$ cat src/rtl/sad_min_tracker.sv
// Tail of the SAD pipeline: walks the search window in raster order as SAD sums retire
// and keeps the smallest sum plus the (row, col) position where it first appeared.
module sad_min_tracker #(
  parameter int SUM_W    = 32,
  parameter int IDX_W    = 8,
  parameter int NUM_COLS = 61,
  parameter int NUM_ROWS = 61,
  parameter int CNT_W    = 16
) (
  input  logic             Clk,
  input  logic             Reset,
  input  logic             Start,
  input  logic             Abort,
  input  logic             SumValid,
  input  logic [SUM_W-1:0] Sum,
  output logic             Busy,
  output logic             Done,
  output logic [SUM_W-1:0] MinSum,
  output logic [IDX_W-1:0] MinRow,
  output logic [IDX_W-1:0] MinCol,
  output logic [CNT_W-1:0] Count
);

  typedef enum logic [1:0] {IDLE, SCAN, DONE} state_t;

  localparam logic [IDX_W-1:0] LastCol = IDX_W'(NUM_COLS - 1);
  localparam logic [IDX_W-1:0] LastRow = IDX_W'(NUM_ROWS - 1);

  state_t           state;
  logic [IDX_W-1:0] row;
  logic [IDX_W-1:0] col;

  assign Busy = (state == SCAN);
  assign Done = (state == DONE);

  // NOTE: every register below is updated with <= so all of them see the pre-edge
  // values of row/col/MinSum; blocking assignments here would make the compare and
  // the position capture depend on statement order.
  always_ff @(posedge Clk or posedge Reset) begin
    if (Reset) begin
      state  <= IDLE;
      MinSum <= '1;
      MinRow <= '0;
      MinCol <= '0;
      Count  <= '0;
      row    <= '0;
      col    <= '0;
    end else begin
      case (state)
        IDLE, DONE: begin
          if (Start) begin
            state  <= SCAN;
            MinSum <= '1;
            MinRow <= '0;
            MinCol <= '0;
            Count  <= '0;
            row    <= '0;
            col    <= '0;
          end else begin
            state <= IDLE;
          end
        end

        SCAN: begin
          // Abort wins over a coincident sample, which is simply dropped.
          if (Abort) begin
            state <= IDLE;
          end else if (SumValid) begin
            // Strict compare: ties keep the earlier position, all-ones never replaces.
            if (Sum < MinSum) begin
              MinSum <= Sum;
              MinRow <= row;
              MinCol <= col;
            end
            if (Count != '1) Count <= Count + CNT_W'(1);
            if (col == LastCol) begin
              col <= '0;
              if (row == LastRow) begin
                row   <= '0;
                state <= DONE;
              end else begin
                row <= row + IDX_W'(1);
              end
            end else begin
              col <= col + IDX_W'(1);
            end
          end
        end

        default: state <= IDLE;
      endcase
    end
  end

endmodule

$ cat config.mk
export PLATFORM = sky130hd
export DESIGN_NAME = sad_min_tracker
export DESIGN_NICKNAME = d
export VERILOG_FILES = /design/src/rtl/sad_min_tracker.sv
export SDC_FILE = /design/constraint.sdc
export NUM_CORES = 1
export LEC_CHECK = 0
export BUFFER_PORTS_ARGS = -buffer_cell sky130_fd_sc_hd__buf_2
export CAP_MARGIN = 20
export CORE_ASPECT_RATIO = 0.7
export CORE_UTILIZATION = 40
export CTS_BUF_LIST = sky130_fd_sc_hd__clkbuf_2 sky130_fd_sc_hd__clkbuf_4 sky130_fd_sc_hd__clkbuf_8
export DETAILED_ROUTE_END_ITERATION = 7
export GPL_TIMING_DRIVEN = 0
export PLACE_DENSITY_LB_ADDON = 0.1
export SLEW_MARGIN = 0
export SYNTH_ARGS = -nofsm -noshare
export SYNTH_HDL_FRONTEND = slang
export SYNTH_SLANG_ARGS = --single-unit
export TNS_END_PERCENT = 50
$ cat constraint.sdc
create_clock -name Clk -period 5.1 [get_ports Clk]
set_input_delay 1.02 -clock Clk [delete_from_list [all_inputs] [get_ports Clk]]
set_output_delay 1.02 -clock Clk [all_outputs]
set_load 0.02 [all_outputs]
Word-level counts from Yosys, hierarchy flattened
Index checks and enable logic that the tools add are counted.

storage, ports and cells
  flip-flop bits (word level) = 82
  bits of input ports = 37
  logic and storage cells = 67

operators by class
  add/subtract/negate cells = 3
  order comparisons = 1
  equal/unequal tests = 14
  muxes and demuxes = 34
  reductions and logical operators = 8

operator list
  cell                     number
  $mux W32                 4
  $mux W8                  14
  $mux W16                 4
  $pmux W32 S2             1
  $pmux W8 S2              4
  $lt A32 B32 Y1           1
  $pmux W16 S2             1
  $add A16 B1 Y16 const B  1
  $add A8 B1 Y8 const B    2
  $eq A8 B6 Y1 const B     2
  $ne A16 B16 Y1 const B   1
  $reduce_and A5 Y1        3
  $mux W2                  4
  $ne A2 B1 Y1 const B     3
  $ne A2 B2 Y1 const B     3
  $ne A3 B2 Y1 const B     2
  $pmux W2 S2              1
  $reduce_and A4 Y1        1
  $ne A3 B3 Y1 const B     1
  $reduce_and A3 Y1        1
  $eq A2 B1 Y1 const B     1
  $eq A2 B2 Y1 const B     1
  $logic_not A2 Y1         1
  $reduce_bool A2 Y1       1
  2 further kinds          2

Logic depth before layout (Yosys ltp)
Gate-level depths: netlist (run 1).

  depth after elaboration = 6
  mapped depth = 10
  gate-level depth less buffers = 8

Worst setup path after synthesis (run 1)
Ideal clock, no wire load.

  kind = input port to flip-flop
  start = input port Sum[29]
  end = register MinSum[0]
  library setup time = 0.075 ns
  data arrival time = 2.660 ns
  data required time = 5.025 ns
  slack = 2.365 ns
  stages = 9
  buffers on the path = 2
  cells stage by stage = ha_1 > a21o_1 > a21o_1 > a211oi_2 > o22ai_1 > a41oi_2 > buf_6 > buf_8 > mux2i_1

on the way
  word-level cells in the longest chain between the ends = 3

RTL lines
  what                         line  source
  start, declared              15    input logic [SUM_W-1:0] Sum,
  $lt A32 B32 Y1               70    if (Sum < MinSum) begin
  $ne A2 B1 Y1 (no line)       --
  $reduce_and A5 Y1 (no line)  --
  end signal, assigned         71    MinSum <= Sum;
  end, declared                18    output logic [SUM_W-1:0] MinSum,

Every way passes these cells.
A chain may end at the register's enable or synchronous reset.

Worst setup path after layout (run 1)
  start = input port Sum[15]
  end = register MinCol[5]

on the way
  word-level cells in the longest chain between the ends = 3

RTL lines
  what                         line  source
  $lt A32 B32 Y1               70
  $ne A2 B1 Y1 (no line)       --
  $reduce_and A5 Y1 (no line)  --
  end signal, assigned         73    MinCol <= col;
  end, declared                20    output logic [IDX_W-1:0] MinCol,

Every way passes these cells.

==> run_results.csv, run 1 <==
group,metric,value,unit
outcome,outcome,"finished, final reports clean",
yosys,synth_common_cells,"66 x nor2_1, 57 x inv_1, 50 x dfrtp_1",
yosys,post_synth.cell_area_avg,9.71,µm²
global_route,grt_max_degree,59,
global_route,met1_usage,27.5,%
clocking,cts_tree,"done",
yosys,ys.flop_type,"dfrtp_1",
critical_path,crit_arrival,3.06,ns
clocking,postCtsResizedCells,0,
drt,ant_nets,0,
drt,drc,0,
critical_path,cpMaxStageDelayCell,"ha_1",
sta,final.setup_skew,0.00945,ns
layout,utilization,50.2,%
clocking,cts_made_buffers,9,
sta,worst_pin_slew,0.663,ns
drt,wl,10.6,mm
yosys,synth_top_area_cell,"dfrtp_1",
critical_path,reg2reg_depth,10,
floorplanning,num_rows,32,
clocking,cts.sinks,82,
layout,finalNonFillerCells,751,
critical_path,r2r-end,"MinCol[5]",
yosys,netlist_area,4650,µm²
clocking,clk_path_buf_depth,2,
floorplanning,initial_utilization,41.6,%
critical_path,crit_start,"Sum[15]",
critical_path,worstReg2RegStart,"MinSum[15]",
critical_path,cp_top_family,"compound AO/OA/AOI/OAI gates",
place,dpl_worst_slack,1.89,ns
yosys,yosys_warnings,0,
global_route,met2_usage,29.4,%
sta,finalCriticalPeriod,2.83,ns
critical_path,cp-endpoint,"MinCol[5]",
critical_path,end_kind,"flop",
sta,fin_ws,2.27,ns
yosys,synth_nets,552,
place,hpwlAfterDp,8.10,mm
drt,dr.pass1.iters,4,
floorplanning,core_area,11200,µm²
yosys,ys_async_sr_fraction,100,%
yosys,synth_top_family_by_area,"simple AND/OR/NAND/NOR gates",
yosys,yosysSeqAreaShare,45.0,%
yosys,synthMostInstantiatedCell,"nor2_1",
power_and_ir_drop,leakage,0.00285,µW
yosys,yosys.area.top_type_share,26.9,%
drt,avgRoutedWirePerCell,14.1,µm
yosys,synth-edff-count,0,
sta,setup_viol,0,
sta,maxSlewHeadroom,55.6,%
global_route,grt_use_met3,6.13,%
global_route,grt_pass1_wl,18.3,mm
critical_path,worst-path-stages,10,
critical_path,ff2ff_setup_slack,2.47,ns
critical_path,path_buf_inv,3,
global_route,antenna_found_initial,1,
floorplanning,dieArea,12100,µm²
power_and_ir_drop,power_density,365,nW/µm²
drt,vias,3696,
power_and_ir_drop,vdd_drop_max,0.156,mV
layout,syn_to_final_growth,20.6,%
sta,post-route-period-util,55.4,%
sta,holdWs,0.488,ns
yosys,synth-compound-area-share,9.23,%
floorplanning,die_y,92.2,µm
critical_path,critPathMaxStageDelay,0.31,ns
place,gp_congestion,0.800,
place,io_buffers,102,
yosys,syn_inst,479,
critical_path,critPathMaxFanout,10,
yosys,synthXorXnorAreaFrac,2.45,%
clocking,cts-hold-fix-buffers,0,
global_route,grt_busiest_layer,"met2",
place,placed_cells,735,
drt,drt_iter0_markers,161,
layout,nets,666,
layout,antenna-diode-count,0,
yosys,synth_area_leaders,"dfrtp_1 27%, dfstp_2 18%, mux2i_1 11%, ha_1 9.7%, nor2_1 5.3%",
sta,fin_tns_setup,0,ns
critical_path,crit_type,"primary input to flop",
clocking,h-tree-depth,3,
global_route,first_global_vias,3759,
clocking,clkLatencyLatePin,0.35,ns
yosys,ys_ff_latch,82,
clocking,cts_root_buffer,"clkbuf_8",
floorplanning,ioPinCount,103,
yosys,synth_fa_ha_area_share,9.69,%
layout,layout-drive-gt1-share,29.1,%
sta,final_max_slew_viol_count,0,
yosys,synthMuxAreaShare,10.8,%
clocking,cts.clk_slew.worst_paths,0.08,ns
clocking,post_cts_buffers,0,
sta,final-hold-violation-count,0,
yosys,synth-simple-area-share,16.1,%
sta,max_clock_freq,354,MHz
yosys,synth_cell_types,49,
floorplanning,die_w,131,µm
sta,rsz0062_at_grt,"false",
global_route,grtUsageTotal,19.7,%
critical_path,cp.required,5.34,ns
global_route,grt_overflow_total,0,
flow_run,maxCapViolCount,0,
drt,vias_per_cell,4.92,
critical_path,path_cells,"buf_2, ha_1, nand4_1, nor3_1, o2111ai_1, o211ai_1, a41oi_2, buf_6, buf_8, mux2i_1",
critical_path,start_kind,"primary input",
hold_path,hold_path.class,"flop to flop",
-- metrics by stage --
step | instance area, µm² | total power (µW)
2_1_floorplan | 4650 | 1310
3_3_place_gp | 5350 | 1510
3_5_place_dp | 5380 | 1530
4_1_cts | 5610 | 2080
5_1_grt | 5610 | 2200
6_report | 5610 | 2050
-- placed cells by master, fill, tap and decap left out, drive strengths merged, types with 3 or more instances in the layout --
cell type and count:
nand3 16, dfstp 32, mux2i 49, nor2b 4, a21oi 16, and3 6
nand2b 6, clkbuf 17, nor2 66, xor2 11, nand2 45, dfrtp 50
ha 36, o41ai 3, nand4 5, nor3 6, o21ai 27, a21o 3
buf 113, a211oi 4, inv 57
-- state kept, by name, indices dropped and copies added, names as in the netlist --
name and cells:
row 8, MinRow 8, col 8, state 2, MinSum 32, MinCol 8
Count 16
-- cell type report --
cell class                 count  area, µm²
fill                        1029       5560
multi-input combinational    325       2240
sequential                    82       2090
timing repair buffer         103        538
inverter                      57        216
tap                          153        191
clock buffer                  12        153
buffer                        15       98.8
clock inverter                 4       75.1
-- worst min-delay path: cells and delay by family (launching register included) --
kind / cells / cell delay [ns]
buffers and inverters: 1 / 0.04
muxes: 1 / 0.06
DFF: 1 / 0.39
-- power by group --
| group | total, µW | switching (µW) | leakage, µW | internal [µW] |
|---|---|---|---|---|
| combinational | 650 | 408 | 0.00171 | 243 |
| clock | 538 | 238 | 0.000110 | 300 |
| sequential | 857 | 67.5 | 0.00103 | 789 |
| total | 2050 | 713 | 0.00285 | 1330 |
-- kinds of logic after synthesis --
kind of cell    after synthesis
simple gates                164
flops                        82
buf+inv                      72
compound gates               62
mux                          50
fa+ha+maj                    36
xor+xnor                     13
-- metal layers --
layer  vias to the layer above  share of wire, %
met5                         -                 0
met4                         0               1.0
met3                        11               5.7
met2                        82                43
met1                      1767                50
li1                       1836                 -
-- how the worst min path moves through the flow --
stage | start | to | slack (ns) | depth (start not counted)
2_1_floorplan | row[5] | row[5] | 0.48 | 1
3_3_place_gp | MinSum[0] | MinSum[0] | 0.47 | 2
3_5_place_dp | MinSum[0] | MinSum[0] | 0.48 | 2
4_1_cts | MinSum[0] | MinSum[0] | 0.49 | 2
5_1_grt | MinSum[0] | MinSum[0] | 0.50 | 2
6_report | MinSum[0] | MinSum[0] | 0.49 | 2
Power figures use the tool's default switching activity.
==> inputs of run 2 (changes only) <==
==> constraint.sdc (replaced) <==
create_clock -name Clk -period 2.8 [get_ports Clk]
set_input_delay 0.56 -clock Clk [delete_from_list [all_inputs] [get_ports Clk]]
set_output_delay 0.56 -clock Clk [all_outputs]
set_load 0.02 [all_outputs]
==> run_results.csv, run 2 (synthesis results as in run 1) <==
group,metric,value,unit
place,gp_congestion,0.800,
global_route,grt_pass1_wl,18.3,mm
layout,antenna-diode-count,0,
floorplanning,core_area,11200,µm²
critical_path,crit_arrival,2.81,ns
critical_path,cpMaxStageDelayCell,"dfstp_2",
critical_path,start_kind,"flop",
sta,rsz0062_at_grt,"false",
critical_path,path_cells,"inv_1, ha_1, a21o_1, a21o_1, a211oi_2, o22ai_1, a41oi_2, buf_6, buf_8, mux2i_1",
floorplanning,num_rows,32,
floorplanning,ioPinCount,103,
clocking,cts_made_buffers,9,
sta,final_max_slew_viol_count,0,
layout,layout-drive-gt1-share,29.5,%
layout,utilization,50.4,%
layout,final_common_cell,"buf_2",
critical_path,cp_top_family,"compound AO/OA/AOI/OAI gates",
drt,ant_nets,0,
floorplanning,dieArea,12100,µm²
layout,final_cell_mix,"106 x buf_2, 66 x nor2_1, 56 x inv_1",
drt,wl,10.7,mm
power_and_ir_drop,intPower,2430,µW
power_and_ir_drop,pwr-share-clk,26.3,%
place,dpl_worst_slack,0.0511,ns
layout,reg_top3,"MinSum x32, Count x16",
sta,maxSlewHeadroom,55.5,%
critical_path,crit_top_cell,"a21o_1",
layout,nets,668,
clocking,clkLatencyLatePin,0.35,ns
clocking,cts-hold-fix-buffers,0,
critical_path,critPathMaxStageDelay,0.54,ns
floorplanning,die_w,131,µm
clocking,cts_root_buffer,"clkbuf_8",
clocking,cts.sinks,82,
sta,finalCriticalPeriod,2.54,ns
place,placed_cells,735,
global_route,first_global_vias,3759,
floorplanning,initial_utilization,41.6,%
critical_path,end_kind,"flop",
global_route,antenna_found_initial,1,
drt,dr.pass1.iters,4,
power_and_ir_drop,netSwitchingFraction,34.9,%
clocking,h-tree-depth,3,
critical_path,cp.required,3.08,ns
floorplanning,die_y,92.2,µm
clocking,clk_path_buf_depth,2,
power_and_ir_drop,vdd_drop_max,0.285,mV
layout,largest_register_ffs,32,
sta,fin_ws,0.264,ns
clocking,cts_tree,"done",
critical_path,critPathMaxFanout,10,
sta,setup_viol,0,
outcome,outcome,"finished, final reports clean",
drt,vias_per_cell,4.92,
global_route,grt_max_degree,59,
drt,vias,3701,
critical_path,crit_type,"flop to flop",
drt,drt_iter0_markers,140,
sta,max_clock_freq,394,MHz
sta,worst_pin_slew,0.665,ns
place,hpwlAfterDp,8.10,mm
global_route,grt_overflow_total,0,
sta,final.setup_skew,0.00864,ns
layout,largest-register,"MinSum",
power_and_ir_drop,power_density,663,nW/µm²
layout,nFillCells,1023,
drt,drc,0,
layout,syn_to_final_growth,21.1,%
power_and_ir_drop,p_seq_share,41.8,%
sta,post-route-period-util,90.6,%
power_and_ir_drop,switchingPower,1300,µW
hold_path,hold_path.class,"primary input to flop",
place,io_buffers,102,
power_and_ir_drop,p_comb_share,32.0,%
drt,avgRoutedWirePerCell,14.1,µm
flow_run,maxCapViolCount,0,
global_route,grtUsageTotal,19.7,%
sta,final-hold-violation-count,0,
critical_path,path_buf_inv,3,
power_and_ir_drop,leakage,0.00286,µW
clocking,cts.clk_slew.worst_paths,0.09,ns
layout,finalNonFillerCells,753,
[run 2: power by group through the flow]
| stage | clock (µW) | sequential [µW] | combinational (µW) |
|---|---|---|---|
| finish | 981 | 1560 | 1190 |
| global route | 1060 | 1590 | 1350 |
| CTS | 1030 | 1560 | 1210 |
| detailed placement | 0 | 1580 | 1200 |
| global placement | 0 | 1570 | 1170 |
| floorplan | 0 | 1760 | 638 |
[run 2: worst paths after layout]
check | from | to | slack [ns] | cells after the start
max | MinSum[29] | MinCol[4] | 0.26 | 10
min | Abort | state[1] | 0.41 | 2
max reg2reg | MinSum[29] | MinCol[4] | 0.26 | 10
min reg2reg | MinSum[0] | MinSum[0] | 0.49 | 2
max in group asynchronous | Reset | MinSum[0] | 1.96 | 3
min in group asynchronous | Reset | MinSum[23] | 0.46 | 2
[run 2: layout make-up]
class	count	area (µm²)	share of cell area [%]
multi-input combinational	325	2250	40.0
sequential	82	2090	37.2
timing repair buffer	105	553	9.82
inverter	57	216	3.85
tap	153	191	3.40
clock buffer	12	153	2.71
buffer	15	98.8	1.76
clock inverter	4	75.1	1.33
[run 2: stage by stage]
| step | TNS (ns) | instance area [µm²] | hold WS [ns] | total power [µW] |
|---|---|---|---|---|
| floorplan | 0 | 4650 | 0.479 | 2390 |
| global placement | -58.52 | 5350 | 0.465 | 2740 |
| detailed placement | 0 | 5380 | 0.477 | 2780 |
| CTS | 0 | 5610 | 0.396 | 3790 |
| global route | 0 | 5630 | 0.404 | 4010 |
| finish | 0 | 5630 | 0.415 | 3730 |
[run 2: timing repair]
action,CTS,global route
setup buffers,0,2
setup endpoints to repair,0,15
resized for setup,0,1
[run 2: worst reg2reg max path, stage by stage, from the launching register on]
cell and delay (ns):
dfstp_2 0.54, inv_1 0.05, ha_1 0.30, a21o_1 0.18
a21o_1 0.19, a211oi_2 0.23, o22ai_1 0.12, a41oi_2 0.24
buf_6 0.22, buf_8 0.18, mux2i_1 0.21
[run 2: layer usage]
layer | vias to the layer above | global-route usage (%) | routed length, µm
met4 | 0 | 5.27 | 108
met2 | 84 | 29.4 | 4620
met3 | 11 | 6.13 | 581
met5 | - | 0 | 0
met1 | 1764 | 27.5 | 5340
li1 | 1842 | - | -
==> inputs of run 3 (changes only) <==
--- a/config.mk
+++ b/config.mk
@@ -10,8 +10,8 @@
 export CORE_ASPECT_RATIO = 0.7
 export CORE_UTILIZATION = 40
 export CTS_BUF_LIST = sky130_fd_sc_hd__clkbuf_2 sky130_fd_sc_hd__clkbuf_4 sky130_fd_sc_hd__clkbuf_8
+export CTS_CLUSTER_SIZE = 14
 export DETAILED_ROUTE_END_ITERATION = 7
-export GPL_TIMING_DRIVEN = 0
 export PLACE_DENSITY_LB_ADDON = 0.1
 export SLEW_MARGIN = 0
 export SYNTH_ARGS = -nofsm -noshare
==> constraint.sdc (replaced) <==
create_clock -name Clk -period 2.2 [get_ports Clk]
set_input_delay 0.44 -clock Clk [delete_from_list [all_inputs] [get_ports Clk]]
set_output_delay 0.44 -clock Clk [all_outputs]
set_load 0.02 [all_outputs]
==> run_results.csv, run 3 (synthesis results as in run 1) <==
group,metric,value,unit
sta,max_clock_freq,406,MHz
drt,vias_per_cell,4.88,
sta,rsz0062_at_grt,"true",
clocking,cts.clk_slew.worst_paths,0.09,ns
drt,dr.pass1.iters,4,
global_route,grtUsageTotal,20.1,%
power_and_ir_drop,switchingPower,1750,µW
sta,worst_pin_slew,0.469,ns
power_and_ir_drop,intPower,3260,µW
sta,setup_viol,48,
floorplanning,core_area,11200,µm²
layout,largest-register,"MinSum",
clocking,clkLatencyLatePin,0.36,ns
place,hpwlAfterDp,8.10,mm
place,dpl_worst_slack,-0.270,ns
critical_path,end_kind,"flop",
floorplanning,ioPinCount,103,
floorplanning,dieArea,12100,µm²
layout,final_cell_mix,"102 x buf_2, 66 x nor2_1, 51 x inv_1",
power_and_ir_drop,p_comb_share,36.3,%
drt,avgRoutedWirePerCell,14.4,µm
critical_path,cp.required,2.48,ns
floorplanning,die_w,131,µm
sta,final_max_slew_viol_count,0,
clocking,cts_root_buffer,"clkbuf_8",
global_route,grt_max_degree,83,
clocking,h-tree-depth,3,
layout,final_common_cell,"buf_2",
clocking,clk_path_buf_depth,2,
place,gp_congestion,0.768,
critical_path,crit_arrival,2.75,ns
power_and_ir_drop,p_seq_share,39.7,%
place,io_buffers,102,
flow_run,maxCapViolCount,0,
layout,antenna-diode-count,0,
layout,layout-drive-gt1-share,35.4,%
sta,fin_tns_setup,-11.33,ns
critical_path,path_cells,"inv_2, ha_4, nand4_1, nor3_4, o2111ai_1, o211ai_1, a41oi_4, buf_6, buf_12, mux2i_1",
global_route,grt_pass1_wl,18.6,mm
drt,ant_nets,0,
outcome,outcome,"finished, violations left",
clocking,cts.sinks,82,
power_and_ir_drop,pwr-share-clk,24.0,%
sta,holdWs,0.192,ns
power_and_ir_drop,power_density,835,nW/µm²
drt,wl,11.2,mm
layout,final_area,6010,µm²
power_and_ir_drop,leakage,0.00302,µW
critical_path,reg2reg_depth,10,
clocking,cts_made_buffers,9,
power_and_ir_drop,netSwitchingFraction,34.9,%
drt,vias,3788,
layout,nets,692,
drt,drt_iter0_markers,167,
place,placed_area,5560,µm²
sta,maxSlewHeadroom,68.7,%
sta,final.setup_skew,0.00727,ns
power_and_ir_drop,vdd_drop_max,0.424,mV
critical_path,cpMaxStageDelayCell,"dfstp_2",
global_route,first_global_vias,3777,
critical_path,crit_type,"flop to flop",
critical_path,critPathMaxFanout,5,
global_route,grt_overflow_total,0,
hold_path,hold_path.class,"primary input to async pin",
critical_path,start_kind,"flop",
layout,syn_to_final_growth,29.3,%
global_route,antenna_found_initial,0,
sta,finalCriticalPeriod,2.46,ns
floorplanning,initial_utilization,41.6,%
sta,post-route-period-util,112,%
critical_path,ff2ff_setup_slack,-0.26,ns
floorplanning,die_y,92.2,µm
layout,nFillCells,1040,
sta,final-hold-violation-count,0,
outcome,violations,"negative setup slack",
critical_path,r2r-end,"MinSum[30]",
layout,largest_register_ffs,32,
layout,reg_top3,"MinSum x32, Count x16",
drt,drc,0,
clocking,cts_tree,"done",
critical_path,critPathMaxStageDelay,0.55,ns
critical_path,worstReg2RegStart,"MinSum[14]",
floorplanning,num_rows,32,
sta,fin_ws,-0.265,ns
[run 3: per-layer routing]
| layer | track usage, % | share of wire (%) | routed length [µm] |
|---|---|---|---|
| met1 | 28.3 | 49 | 5480 |
| met2 | 29.7 | 44 | 4880 |
| met3 | 6.13 | 6.7 | 753 |
| met4 | 5.65 | 0.94 | 105 |
| met5 | 0 | 0 | 0 |
[run 3: final cells by class]
| class | count | area (µm²) | area share (%) |
|---|---|---|---|
| sequential | 82 | 2090 | 34.8 |
| inverter | 57 | 218 | 3.62 |
| tap | 153 | 191 | 3.19 |
| clock inverter | 6 | 81.3 | 1.35 |
| timing repair buffer | 144 | 935 | 15.6 |
| clock buffer | 10 | 131 | 2.19 |
| multi-input combinational | 325 | 2360 | 39.3 |
[run 3: repair_timing]
item	4_1_cts	5_1_grt
setup buffers	5	0
cloned	3	0
setup endpoints to repair	49	48
pin swaps	10	2
hold buffers	0	0
resized for setup	19	4
hold endpoints to repair	0	0
[run 3: worst max-delay path by stage]
stage	start	endpoint	slack (ns)
6_report	MinSum[14]	MinSum[30]	-0.26
5_1_grt	MinSum[14]	MinSum[27]	-0.38
4_1_cts	MinSum[14]	MinSum[30]	-0.25
3_5_place_dp	Sum[29]	MinSum[8]	-0.27
3_3_place_gp	MinSum[15]	MinCol[5]	-0.24
2_1_floorplan	MinSum[29]	MinSum[0]	-0.14
[run 3: power by group through the flow]
stage               Clock, µW  Combinational [µW]  Sequential (µW)
floorplan                   0                 812             2240
global placement            0                1630             2010
detailed placement          0                1670             2020
CTS                      1250                1820             1990
global route             1310                2020             2030
finish                   1210                1820             1990
[run 3: per-stage QoR]
| stage | util [%] | power [µW] | instances |
|---|---|---|---|
| after global routing | 53.8 | 5360 | 777 |
| after floorplan | - | 3050 | 479 |
| after global placement | 49.8 | 3640 | 753 |
| after CTS | 53.6 | 5060 | 777 |
| after detailed placement | 49.8 | 3690 | 753 |
| final | 53.8 | 5020 | 777 |
[run 3: critical path: cells and delay by family, from the launching register on]
family	cells	cell delay [ns]
buffers and inverters	3	0.39
AOI/OAI and AO/OA	3	0.59
and+or+nand+nor	2	0.44
DFF	1	0.55
muxes	1	0.17
adders and majority gates	1	0.25
